===== config.mk =====
export PLATFORM = sky130hd
export DESIGN_NAME = channel_freq_meter_flat
export DESIGN_NICKNAME = d
export VERILOG_FILES = /design/src/rtl/channel_freq_meter_if.sv /design/src/rtl/channel_freq_meter.sv /design/src/flat_wrapper.sv
export SDC_FILE = /design/constraint.sdc
export NUM_CORES = 1
export LEC_CHECK = 0
export CORE_MARGIN = 8
export CORE_UTILIZATION = 28
export CTS_CLUSTER_DIAMETER = 120
export DETAILED_ROUTE_END_ITERATION = 8
export PLACE_DENSITY = 0.5
export SETUP_SLACK_MARGIN = 0.05
export SYNTH_ARGS = -nofsm -noshare
export SYNTH_HDL_FRONTEND = slang
export SYNTH_SLANG_ARGS = --single-unit

===== constraint.sdc =====
create_clock -name clk_100MHz -period 15.9 [get_ports clk_100MHz]
set_input_delay 3.18 -clock clk_100MHz [delete_from_list [all_inputs] [get_ports clk_100MHz]]
set_output_delay 3.18 -clock clk_100MHz [all_outputs]
set_load 0.01 [all_outputs]

===== src/rtl/channel_freq_meter_if.sv =====
`default_nettype none
// ============================================================================
// Module      : channel_freq_meter_if
// Description : Channel input controls and measurement results of the meter.
// Revision    : 1.0 - initial release
// ============================================================================
interface channel_freq_meter_if #(
    parameter int CNT_W = 32
);
    logic             CH_IN;
    logic             EN;
    logic             CLR;
    logic [CNT_W-1:0] HALF_PERIOD;
    logic             MEAS_VALID;
    logic             MEAS_LEVEL;
    logic             LOCKED;
    logic             TIMEOUT_FLAG;

    modport master (
        output CH_IN, EN, CLR,
        input  HALF_PERIOD, MEAS_VALID, MEAS_LEVEL, LOCKED, TIMEOUT_FLAG
    );

    modport slave (
        input  CH_IN, EN, CLR,
        output HALF_PERIOD, MEAS_VALID, MEAS_LEVEL, LOCKED, TIMEOUT_FLAG
    );
endinterface
`default_nettype wire


===== src/rtl/channel_freq_meter.sv =====
`default_nettype none
// ============================================================================
// Module      : channel_freq_meter
// Description : Half-period meter for one channel pin with lock and timeout.
// Revision    : 1.0 - initial release
// ============================================================================
module channel_freq_meter #(
    parameter int CNT_W       = 32,
    parameter int SYNC_STAGES = 2,
    parameter int TIMEOUT     = 100000,
    parameter int LOCK_COUNT  = 4,
    parameter int TOL         = 2
) (
    input logic                  clk_100MHz,
    input logic                  RSTN,
    channel_freq_meter_if.slave  bus
);
    localparam int               c_MC_W         = $clog2(LOCK_COUNT + 1);
    localparam logic [CNT_W-1:0] c_TIMEOUT_LAST = CNT_W'(TIMEOUT - 1);
    localparam logic [CNT_W-1:0] c_TOL          = CNT_W'(TOL);
    localparam logic [c_MC_W-1:0] c_LOCK_COUNT  = c_MC_W'(LOCK_COUNT);

    typedef enum logic [1:0] {
        ST_IDLE    = 2'd0,
        ST_ARM     = 2'd1,
        ST_MEASURE = 2'd2
    } state_t;

    state_t                 r_state;
    logic [SYNC_STAGES-1:0] r_sync;
    logic                   r_prev;
    logic [CNT_W-1:0]       r_counter;
    logic [CNT_W-1:0]       r_prev_meas;
    logic                   r_prev_meas_valid;
    logic [c_MC_W-1:0]      r_match_cnt;

    logic                   w_sync_out;
    logic                   w_edge;
    logic [CNT_W-1:0]       w_new_meas;
    logic [CNT_W-1:0]       w_diff;
    logic [c_MC_W-1:0]      w_match_next;

    assign w_sync_out = r_sync[SYNC_STAGES-1];
    assign w_edge     = w_sync_out ^ r_prev;
    assign w_new_meas = r_counter + CNT_W'(1);

    // Difference taken as max-min so it never wraps.
    assign w_diff = (w_new_meas >= r_prev_meas) ? (w_new_meas - r_prev_meas)
                                                : (r_prev_meas - w_new_meas);

    always_comb begin
        w_match_next = '0;
        if (r_prev_meas_valid && (w_diff <= c_TOL)) begin
            w_match_next = (r_match_cnt == c_LOCK_COUNT) ? c_LOCK_COUNT
                                                         : r_match_cnt + c_MC_W'(1);
        end
    end

    always_ff @(posedge clk_100MHz) begin
        if (!RSTN) begin
            r_state           <= ST_IDLE;
            r_sync            <= '0;
            r_prev            <= 1'b0;
            r_counter         <= '0;
            r_prev_meas       <= '0;
            r_prev_meas_valid <= 1'b0;
            r_match_cnt       <= '0;
            bus.HALF_PERIOD   <= '0;
            bus.MEAS_VALID    <= 1'b0;
            bus.MEAS_LEVEL    <= 1'b0;
            bus.LOCKED        <= 1'b0;
            bus.TIMEOUT_FLAG  <= 1'b0;
        end else begin
            r_sync         <= {r_sync[SYNC_STAGES-2:0], bus.CH_IN};
            r_prev         <= w_sync_out;
            bus.MEAS_VALID <= 1'b0;
            // A timeout in the same cycle overrides this clear below.
            if (bus.CLR) begin
                bus.TIMEOUT_FLAG <= 1'b0;
            end
            if (!bus.EN) begin
                r_state           <= ST_IDLE;
                r_counter         <= '0;
                r_match_cnt       <= '0;
                r_prev_meas_valid <= 1'b0;
                bus.LOCKED        <= 1'b0;
            end else begin
                case (r_state)
                    ST_IDLE: begin
                        r_counter         <= '0;
                        r_match_cnt       <= '0;
                        r_prev_meas_valid <= 1'b0;
                        bus.LOCKED        <= 1'b0;
                        r_state           <= ST_ARM;
                    end
                    ST_ARM: begin
                        r_counter <= '0;
                        if (w_edge) begin
                            r_prev_meas_valid <= 1'b0;
                            r_match_cnt       <= '0;
                            r_state           <= ST_MEASURE;
                        end
                    end
                    ST_MEASURE: begin
                        if (w_edge) begin
                            bus.HALF_PERIOD   <= w_new_meas;
                            bus.MEAS_LEVEL    <= r_prev;
                            bus.MEAS_VALID    <= 1'b1;
                            bus.LOCKED        <= (w_match_next == c_LOCK_COUNT);
                            r_match_cnt       <= w_match_next;
                            r_prev_meas       <= w_new_meas;
                            r_prev_meas_valid <= 1'b1;
                            r_counter         <= '0;
                        end else if (r_counter == c_TIMEOUT_LAST) begin
                            bus.TIMEOUT_FLAG  <= 1'b1;
                            bus.LOCKED        <= 1'b0;
                            r_match_cnt       <= '0;
                            r_prev_meas_valid <= 1'b0;
                            r_counter         <= '0;
                            r_state           <= ST_ARM;
                        end else begin
                            r_counter <= r_counter + CNT_W'(1);
                        end
                    end
                    default: r_state <= ST_IDLE;
                endcase
            end
        end
    end
endmodule
`default_nettype wire

===== src/flat_wrapper.sv =====
// flat-port wrapper written by rule: the top's interface ports become plain ports
module channel_freq_meter_flat 
#(
    parameter int CNT_W       = 32,
    parameter int SYNC_STAGES = 2,
    parameter int TIMEOUT     = 100000,
    parameter int LOCK_COUNT  = 4,
    parameter int TOL         = 2
)
  (clk_100MHz, RSTN, bus_CH_IN, bus_EN, bus_CLR, bus_HALF_PERIOD, bus_MEAS_VALID, bus_MEAS_LEVEL, bus_LOCKED, bus_TIMEOUT_FLAG);
  channel_freq_meter_if #(.CNT_W(CNT_W)) bus_i ();
  input logic clk_100MHz;
  input logic RSTN;
  input wire logic [$bits(bus_i.CH_IN)-1:0] bus_CH_IN;
  input wire logic [$bits(bus_i.EN)-1:0] bus_EN;
  input wire logic [$bits(bus_i.CLR)-1:0] bus_CLR;
  output wire logic [$bits(bus_i.HALF_PERIOD)-1:0] bus_HALF_PERIOD;
  output wire logic [$bits(bus_i.MEAS_VALID)-1:0] bus_MEAS_VALID;
  output wire logic [$bits(bus_i.MEAS_LEVEL)-1:0] bus_MEAS_LEVEL;
  output wire logic [$bits(bus_i.LOCKED)-1:0] bus_LOCKED;
  output wire logic [$bits(bus_i.TIMEOUT_FLAG)-1:0] bus_TIMEOUT_FLAG;
  assign bus_i.CH_IN = bus_CH_IN;
  assign bus_i.EN = bus_EN;
  assign bus_i.CLR = bus_CLR;
  assign bus_HALF_PERIOD = bus_i.HALF_PERIOD;
  assign bus_MEAS_VALID = bus_i.MEAS_VALID;
  assign bus_MEAS_LEVEL = bus_i.MEAS_LEVEL;
  assign bus_LOCKED = bus_i.LOCKED;
  assign bus_TIMEOUT_FLAG = bus_i.TIMEOUT_FLAG;
  channel_freq_meter #(.CNT_W(CNT_W), .SYNC_STAGES(SYNC_STAGES), .TIMEOUT(TIMEOUT), .LOCK_COUNT(LOCK_COUNT), .TOL(TOL)) u_core (.clk_100MHz(clk_100MHz), .RSTN(RSTN), .bus(bus_i));
endmodule

==> results of run 1 <==
[power by group through the flow]
stage	Combinational (uW)	Clock, uW	Sequential (uW)
after floorplan	18.1	0	198
after global placement	24.3	0	199
after detailed placement	24.2	0	199
after CTS	24.4	234	194
after global routing	26.6	241	194
final	24.6	227	194
[layout make-up]
cell class	instances	area (um2)
tap	335	419
sequential	77	1540
clock inverter	6	95.1
fill	2834	17700
clock buffer	10	229
timing repair buffer	44	430
multi-input combinational	783	5250
inverter	82	308
[registers in the layout (all words and copies together), names as in the netlist]
register and flops:
u_core.bus.LOCKED 1, u_core.bus.MEAS_LEVEL 1, u_core.bus.MEAS_VALID 1, u_core.bus.TIMEOUT_FLAG 1, u_core.r_counter 32, u_core.r_match_cnt 3
u_core.r_prev 1, u_core.r_prev_meas 32, u_core.r_prev_meas_valid 1, u_core.r_state 2, u_core.r_sync 2
[layer usage]
metal / vias up / part of all wire
li1: 3507 / -
met1: 3300 / 0.48
met2: 182 / 0.46
met3: 31 / 0.041
met4: 0 / 0.026
met5: - / 0
[critical path, cell delays in order, from the launching register on]
cell	delay [ns]
sky130_fd_sc_hd__dfxtp_1	0.39
sky130_fd_sc_hd__ha_1	0.23
sky130_fd_sc_hd__nand3_1	0.21
sky130_fd_sc_hd__nor4_1	0.56
sky130_fd_sc_hd__nand3_1	0.32
sky130_fd_sc_hd__or2_2	0.39
sky130_fd_sc_hd__nor2_1	0.21
sky130_fd_sc_hd__and2_1	0.23
sky130_fd_sc_hd__and3_1	0.20
sky130_fd_sc_hd__xnor2_1	0.18
sky130_fd_sc_hd__inv_1	0.13
sky130_fd_sc_hd__ha_1	0.41
sky130_fd_sc_hd__and4_1	0.23
sky130_fd_sc_hd__a221oi_1	0.41
sky130_fd_sc_hd__o31a_2	0.30
sky130_fd_sc_hd__nand2_2	0.21
sky130_fd_sc_hd__a2111oi_0	0.45
sky130_fd_sc_hd__nor3_1	0.09
sky130_fd_sc_hd__or4_4	0.59
sky130_fd_sc_hd__nor3_2	0.20
sky130_fd_sc_hd__mux2_2	0.17
[per-stage QoR]
stage | cells | worst slack, ns | total power, uW
after global routing | 1337 | 9.27 | 462
after floorplan | 997 | 10.66 | 216
after detailed placement | 1321 | 9.78 | 223
after CTS | 1337 | 9.74 | 453
after global placement | 1321 | 9.92 | 223
final | 1337 | 9.73 | 446
[final timing paths]
path                                          from                                 end  slack, ns  depth (start not counted)
setup / recovery  u_core.r_counter[0]$_SDFFE_PN0P_  u_core.r_match_cnt[0]$_SDFFE_PN0P_       9.73                         20
hold / removal         u_core.r_sync[0]$_SDFF_PN0_         u_core.r_sync[1]$_SDFF_PN0_       0.44                          1
setup reg to reg  u_core.r_counter[0]$_SDFFE_PN0P_  u_core.r_match_cnt[0]$_SDFFE_PN0P_       9.73                         20
hold reg to reg        u_core.r_sync[0]$_SDFF_PN0_         u_core.r_sync[1]$_SDFF_PN0_       0.44                          1
[cell families after synthesis]
kind of cell / Yosys count / synth area share
buffers and inverters: 137 / 0.0812
muxes: 12 / 0.0164
AOI/OAI and AO/OA: 271 / 0.250
and+or+nand+nor: 349 / 0.228
DFF: 77 / 0.208
adders and majority gates: 68 / 0.117
xor gates and xnor gates: 83 / 0.0983
[layout by cell type, fill, tap and decap left out, types with 11 or more instances in the layout]
| cell | synthesis | layout |
|---|---|---|
| sky130_fd_sc_hd__nor2_1 | 120 | 120 |
| sky130_fd_sc_hd__nand2_1 | 88 | 88 |
| sky130_fd_sc_hd__a21oi_1 | 83 | 83 |
| sky130_fd_sc_hd__inv_1 | 82 | 82 |
| sky130_fd_sc_hd__dfxtp_1 | 77 | 77 |
| sky130_fd_sc_hd__ha_1 | 66 | 66 |
| sky130_fd_sc_hd__o21ai_0 | 49 | 49 |
| sky130_fd_sc_hd__xnor2_1 | 47 | 47 |
| sky130_fd_sc_hd__clkdlybuf4s50_1 | 0 | 40 |
| sky130_fd_sc_hd__xor2_1 | 36 | 36 |
| sky130_fd_sc_hd__nand3_1 | 27 | 27 |
| sky130_fd_sc_hd__a211oi_1 | 27 | 27 |
| sky130_fd_sc_hd__nor3_1 | 20 | 20 |
| sky130_fd_sc_hd__nand4_1 | 15 | 15 |
| sky130_fd_sc_hd__o211a_1 | 13 | 13 |
| sky130_fd_sc_hd__and2_1 | 12 | 12 |
| sky130_fd_sc_hd__nor4_1 | 11 | 11 |
| sky130_fd_sc_hd__mux2i_1 | 11 | 11 |
==> impl_metrics.ini, run 1 <==
[synthesis]
synth_top_flop_cell = sky130_fd_sc_hd__dfxtp_1
synth_top_area_cell = sky130_fd_sc_hd__dfxtp_1
postSynthRegisterBits = 77
yosysWarnings = 0
synth_most_common_cell = sky130_fd_sc_hd__nor2_1
synth.lib_cells_used.distinct = 82
post_synthesis_instance_total = 997
synth.cell_area_um2 = 7390
synth.top_cells.by_count = sky130_fd_sc_hd__nor2_1, sky130_fd_sc_hd__nand2_1, sky130_fd_sc_hd__a21oi_1
post_synth_edffs = 0
synth-seq-area-share = 0.208
postSynth.asyncResetShare = 0
synth_nets = 1070
syn-mean-instance-area_um2 = 7.42
leading_cell_types_by_total_area_after_synthesis = sky130_fd_sc_hd__dfxtp_1, sky130_fd_sc_hd__ha_1, sky130_fd_sc_hd__nor2_1
share_of_the_synthesized_area_in_the_top_cell_type = 0.208

[setup_path]
cp.arrival_ns = 6.47
worst_setup_path_start_kind = flip-flop
timing_worst_setup_path_type = flip-flop to flip-flop
worst_setup_path_end_kind = flip-flop
crit_fanout = 14
worst_ep_required_time_ns = 16.20

[placed_design]
port_buffers = 40
detailedPlacementHpwl_um = 18500
placed_area_um2 = 7950
globalplace.congestion = 0.881

[cts]
postCtsSetupBuffers = 0
clk_pin_slew_ns = 0.07
clkLatencyLatePin_ns = 0.35
post_cts_resized = 0
htree_levels = 3
cts.sinks = 77
clock_tree_from_tritoncts = built
cts_made_buffers = 9
clock_tree.root_cell = sky130_fd_sc_hd__clkbuf_16
max-clock-path-buffers = 2
cts_hold_buf = 0

[die]
io-pin-count = 41
die-height_um = 179
floorplan.rows = 59
fp.coreArea_um2 = 26000
floorplan.die_area_um2 = 31900
initial_core_util = 0.285
chipWidth_um = 179

[sta]
fin_crit_sh = 0.388
setup_violations = 0
timing.final.hold_violations = 0
maxClockFrequency_ghz = 0.162
worst_hold_slack_ns = 0.444
max-slew-margin-rel = 0.337
timing.setup.tns_ns = 0
final_max_slew_viol_count = 0
rsz0062_at_grt = false
fin_skew_ns = 0.00886
max_slew.worst_pin.slew_ns = 0.994
timing.final.crit_period_ns = 6.17

[global_routing]
grtUsageMet2 = 0.235
grt_overflow_total = 0
initial_antenna_violation_count = 0
globalRoute.busiestLayer = met2
grt_util_all_layers = 0.145
largest_net_degree_at_the_start_of_global_routing = 63
global_route.usage.met1 = 0.193
grt_pass1_wl_um = 36700
number_of_global_route_vias_before_repair = 6699
groute.layer.met3.usage = 0.0180

[drt]
antenna_nets_post_route = 0
routed_wl_um = 23100
wl_per_cell_um = 17.3
viasPerCell = 5.25
first_iter_violations = 555
drc = 0
drt_first_pass_iters = 5
via_count = 7020

[power]
power.share.switching = 0.232
internal_power_uw = 342
pwr-share-clk = 0.509
power_frac_seq = 0.436
combPwrFrac = 0.055
vdd.ir_drop.worst_v = 0.0000482
power.static_leakage_uw = 0.00355
power-per-cell-area_nw_per_um2 = 53.9
netSwitchingPower_uw = 104

[outcome]
run_status = completed

[final_layout]
number_of_nets_at_the_end_of_the_flow = 1070
final_core_util = 0.319
insertedDiodeCount = 0
syn_to_final_growth_pct = 11.9
fin_area_um2 = 8280
final_layout_size_suffix_gt1_frac = 0.0509

[job]
drv_cap = 0

[hold_path]
timing.hold.worst.class = flip-flop to flip-flop
Note: power is estimated with default switching activity, not from simulation.
==> run 2, diff against run 1 <==
Settings changed: PLACE_DENSITY 0.5 to 0.52.
Clock period 15.9 ns to 5.65 ns, I/O delays scaled along.
==> impl_metrics.ini, run 2 (same netlist as run 1, synthesis figures left out) <==
[outcome]
run_status = completed

[setup_path]
crit-reg2reg-capture = u_core.r_match_cnt[0]$_SDFFE_PN0P_
worst_setup_path_endpoint = u_core.r_match_cnt[0]$_SDFFE_PN0P_
reg2reg_from = u_core.r_counter[0]$_SDFFE_PN0P_
r2r_cells = 21
worst_setup_path_end_kind = flip-flop
critical_path.slowest_cell = sky130_fd_sc_hd__ha_1
crit_start = u_core.r_counter[0]$_SDFFE_PN0P_
worst_ep_required_time_ns = 5.95
slack_of_the_worst_reg_to_reg_path_ns = 0.35
crit_fanout = 12
worst_setup_path_start_kind = flip-flop
cells_along_the_critical_path = and2_1 -> and4_1 -> and4_1 -> nand4_1 -> nor2_1 -> and3_1 -> xnor2_1 -> inv_1 -> ha_1 -> a21o_1 -> a21o_1 -> a221oi_2 -> o31a_2 -> and2_4 -> buf_4 -> mux2i_1 -> xor2_1 -> nor4_1 -> nand4_1 -> nor3_2 -> mux2_2
critical-path-max-stage-delay_ns = 0.40
timing_worst_setup_path_type = flip-flop to flip-flop
cp.arrival_ns = 5.60

[global_routing]
grt_pass1_wl_um = 37600
grt_util_all_layers = 0.148
grt_overflow_total = 0
number_of_global_route_vias_before_repair = 6835
initial_antenna_violation_count = 0
largest_net_degree_at_the_start_of_global_routing = 63

[sta]
maxClockFrequency_ghz = 0.189
fin_skew_ns = 0.00754
timing.final.crit_period_ns = 5.30
worst_hold_slack_ns = 0.442
max-slew-margin-rel = 0.323
timing.final.hold_violations = 0
setup_violations = 0
fin_crit_sh = 0.939
timing.setup.tns_ns = 0
max_slew.worst_pin.slew_ns = 1.02
rsz0062_at_grt = true
final_max_slew_viol_count = 0

[final_layout]
layout_common_cells = sky130_fd_sc_hd__nor2_1, sky130_fd_sc_hd__nand2_1, sky130_fd_sc_hd__a21oi_1
insertedDiodeCount = 0
final_layout_size_suffix_gt1_frac = 0.0862
post_route_non_filler_standard_cell_count = 1367
number_of_nets_at_the_end_of_the_flow = 1100
biggestRegsByFlops = u_core.r_counter x32, u_core.r_prev_meas x32, u_core.r_match_cnt x3
layout.cells.most_common = sky130_fd_sc_hd__nor2_1
syn_to_final_growth_pct = 15.4
fin_area_um2 = 8530

[drt]
antenna_nets_post_route = 0
wl_per_cell_um = 17.3
first_iter_violations = 585
routed_wl_um = 23600
viasPerCell = 5.19
drt_first_pass_iters = 5
drc = 0
via_count = 7093

[die]
fp.coreArea_um2 = 26000
chipWidth_um = 179
die-height_um = 179
floorplan.rows = 59
io-pin-count = 41
floorplan.die_area_um2 = 31900
initial_core_util = 0.285

[cts]
max-clock-path-buffers = 2
cts.sinks = 77
clock_tree_from_tritoncts = built
clk_pin_slew_ns = 0.07
cts_made_buffers = 9
htree_levels = 3
clkLatencyLatePin_ns = 0.35
clock_tree.root_cell = sky130_fd_sc_hd__clkbuf_16

[power]
post-layout-total-power_uw = 1220
power.static_leakage_uw = 0.00371
power-per-cell-area_nw_per_um2 = 143
vdd.ir_drop.worst_v = 0.000133

[placed_design]
globalplace.congestion = 0.938
placedCellCount = 1347
placed_area_um2 = 8150
detailedPlacementHpwl_um = 19000
port_buffers = 40

[job]
drv_cap = 0

[hold_path]
timing.hold.worst.class = flip-flop to flip-flop
## run 2: final cells by class
class	instances	area, um2
Fill cell	2853	17500
Multi-Input combinational cell	783	5310
Sequential cell	77	1540
Timing Repair Buffer	74	656
Tap cell	335	419
Inverter	82	308
Clock buffer	9	225
Clock inverter	7	73.8
## run 2: worst min path at each step
| stage | cells past startpoint | startpoint | slack [ns] | to |
|---|---|---|---|---|
| 6_report | 1 | u_core.r_sync[0]$_SDFF_PN0_ | 0.44 | u_core.r_sync[1]$_SDFF_PN0_ |
| 2_1_floorplan | 1 | u_core.r_sync[0]$_SDFF_PN0_ | 0.41 | u_core.r_sync[1]$_SDFF_PN0_ |
| 3_3_place_gp | 1 | u_core.r_sync[0]$_SDFF_PN0_ | 0.41 | u_core.r_sync[1]$_SDFF_PN0_ |
| 3_5_place_dp | 1 | u_core.r_sync[0]$_SDFF_PN0_ | 0.43 | u_core.r_sync[1]$_SDFF_PN0_ |
| 4_1_cts | 1 | u_core.r_sync[0]$_SDFF_PN0_ | 0.44 | u_core.r_sync[1]$_SDFF_PN0_ |
| 5_1_grt | 1 | u_core.r_sync[0]$_SDFF_PN0_ | 0.46 | u_core.r_sync[1]$_SDFF_PN0_ |
## run 2: worst max-delay path, delay by kind of cell (launching register included)
| family | cells | cell delay (ns) |
|---|---|---|
| fa+ha+maj | 1 | 0.40 |
| flops | 1 | 0.39 |
| buf+inv | 2 | 0.22 |
| simple gates | 10 | 2.57 |
| compound gates | 4 | 0.94 |
| xor+xnor | 2 | 0.36 |
| mux | 2 | 0.37 |
## run 2: report_power, final
| group | internal (uW) | total, uW | switching [uW] |
|---|---|---|---|
| sequential | 544 | 547 | 2.37 |
| clock | 345 | 599 | 254 |
| combinational | 30.0 | 71.5 | 41.5 |
| total | 919 | 1220 | 298 |
## run 2: through the flow
| stage | util | setup slack [ns] |
|---|---|---|
| 4_1_cts | 0.325 | 0.0787 |
| 6_report | 0.328 | 0.347 |
| 3_3_place_gp | 0.314 | 0.201 |
| 5_1_grt | 0.328 | 0.00714 |
| 3_5_place_dp | 0.314 | 0.0549 |
| 2_1_floorplan | - | 0.407 |
## run 2: timing repair
action                                 in CTS  in global routing
buffers inserted                            0                  4
pin swaps                                   0                  3
hold buffers                                0                  0
gates resized for setup                     1                  9
endpoints found under the hold margin       0                  0
setup endpoints to repair                   2                  4
## run 2: routing by layer
layer  global-route usage  up-vias  wire [um]
li1                     -     3548          -
met1                0.201     3350      11200
met2                0.241      166      10900
met3               0.0171       29        989
met4               0.0486        0        495
met5                    0        -          0
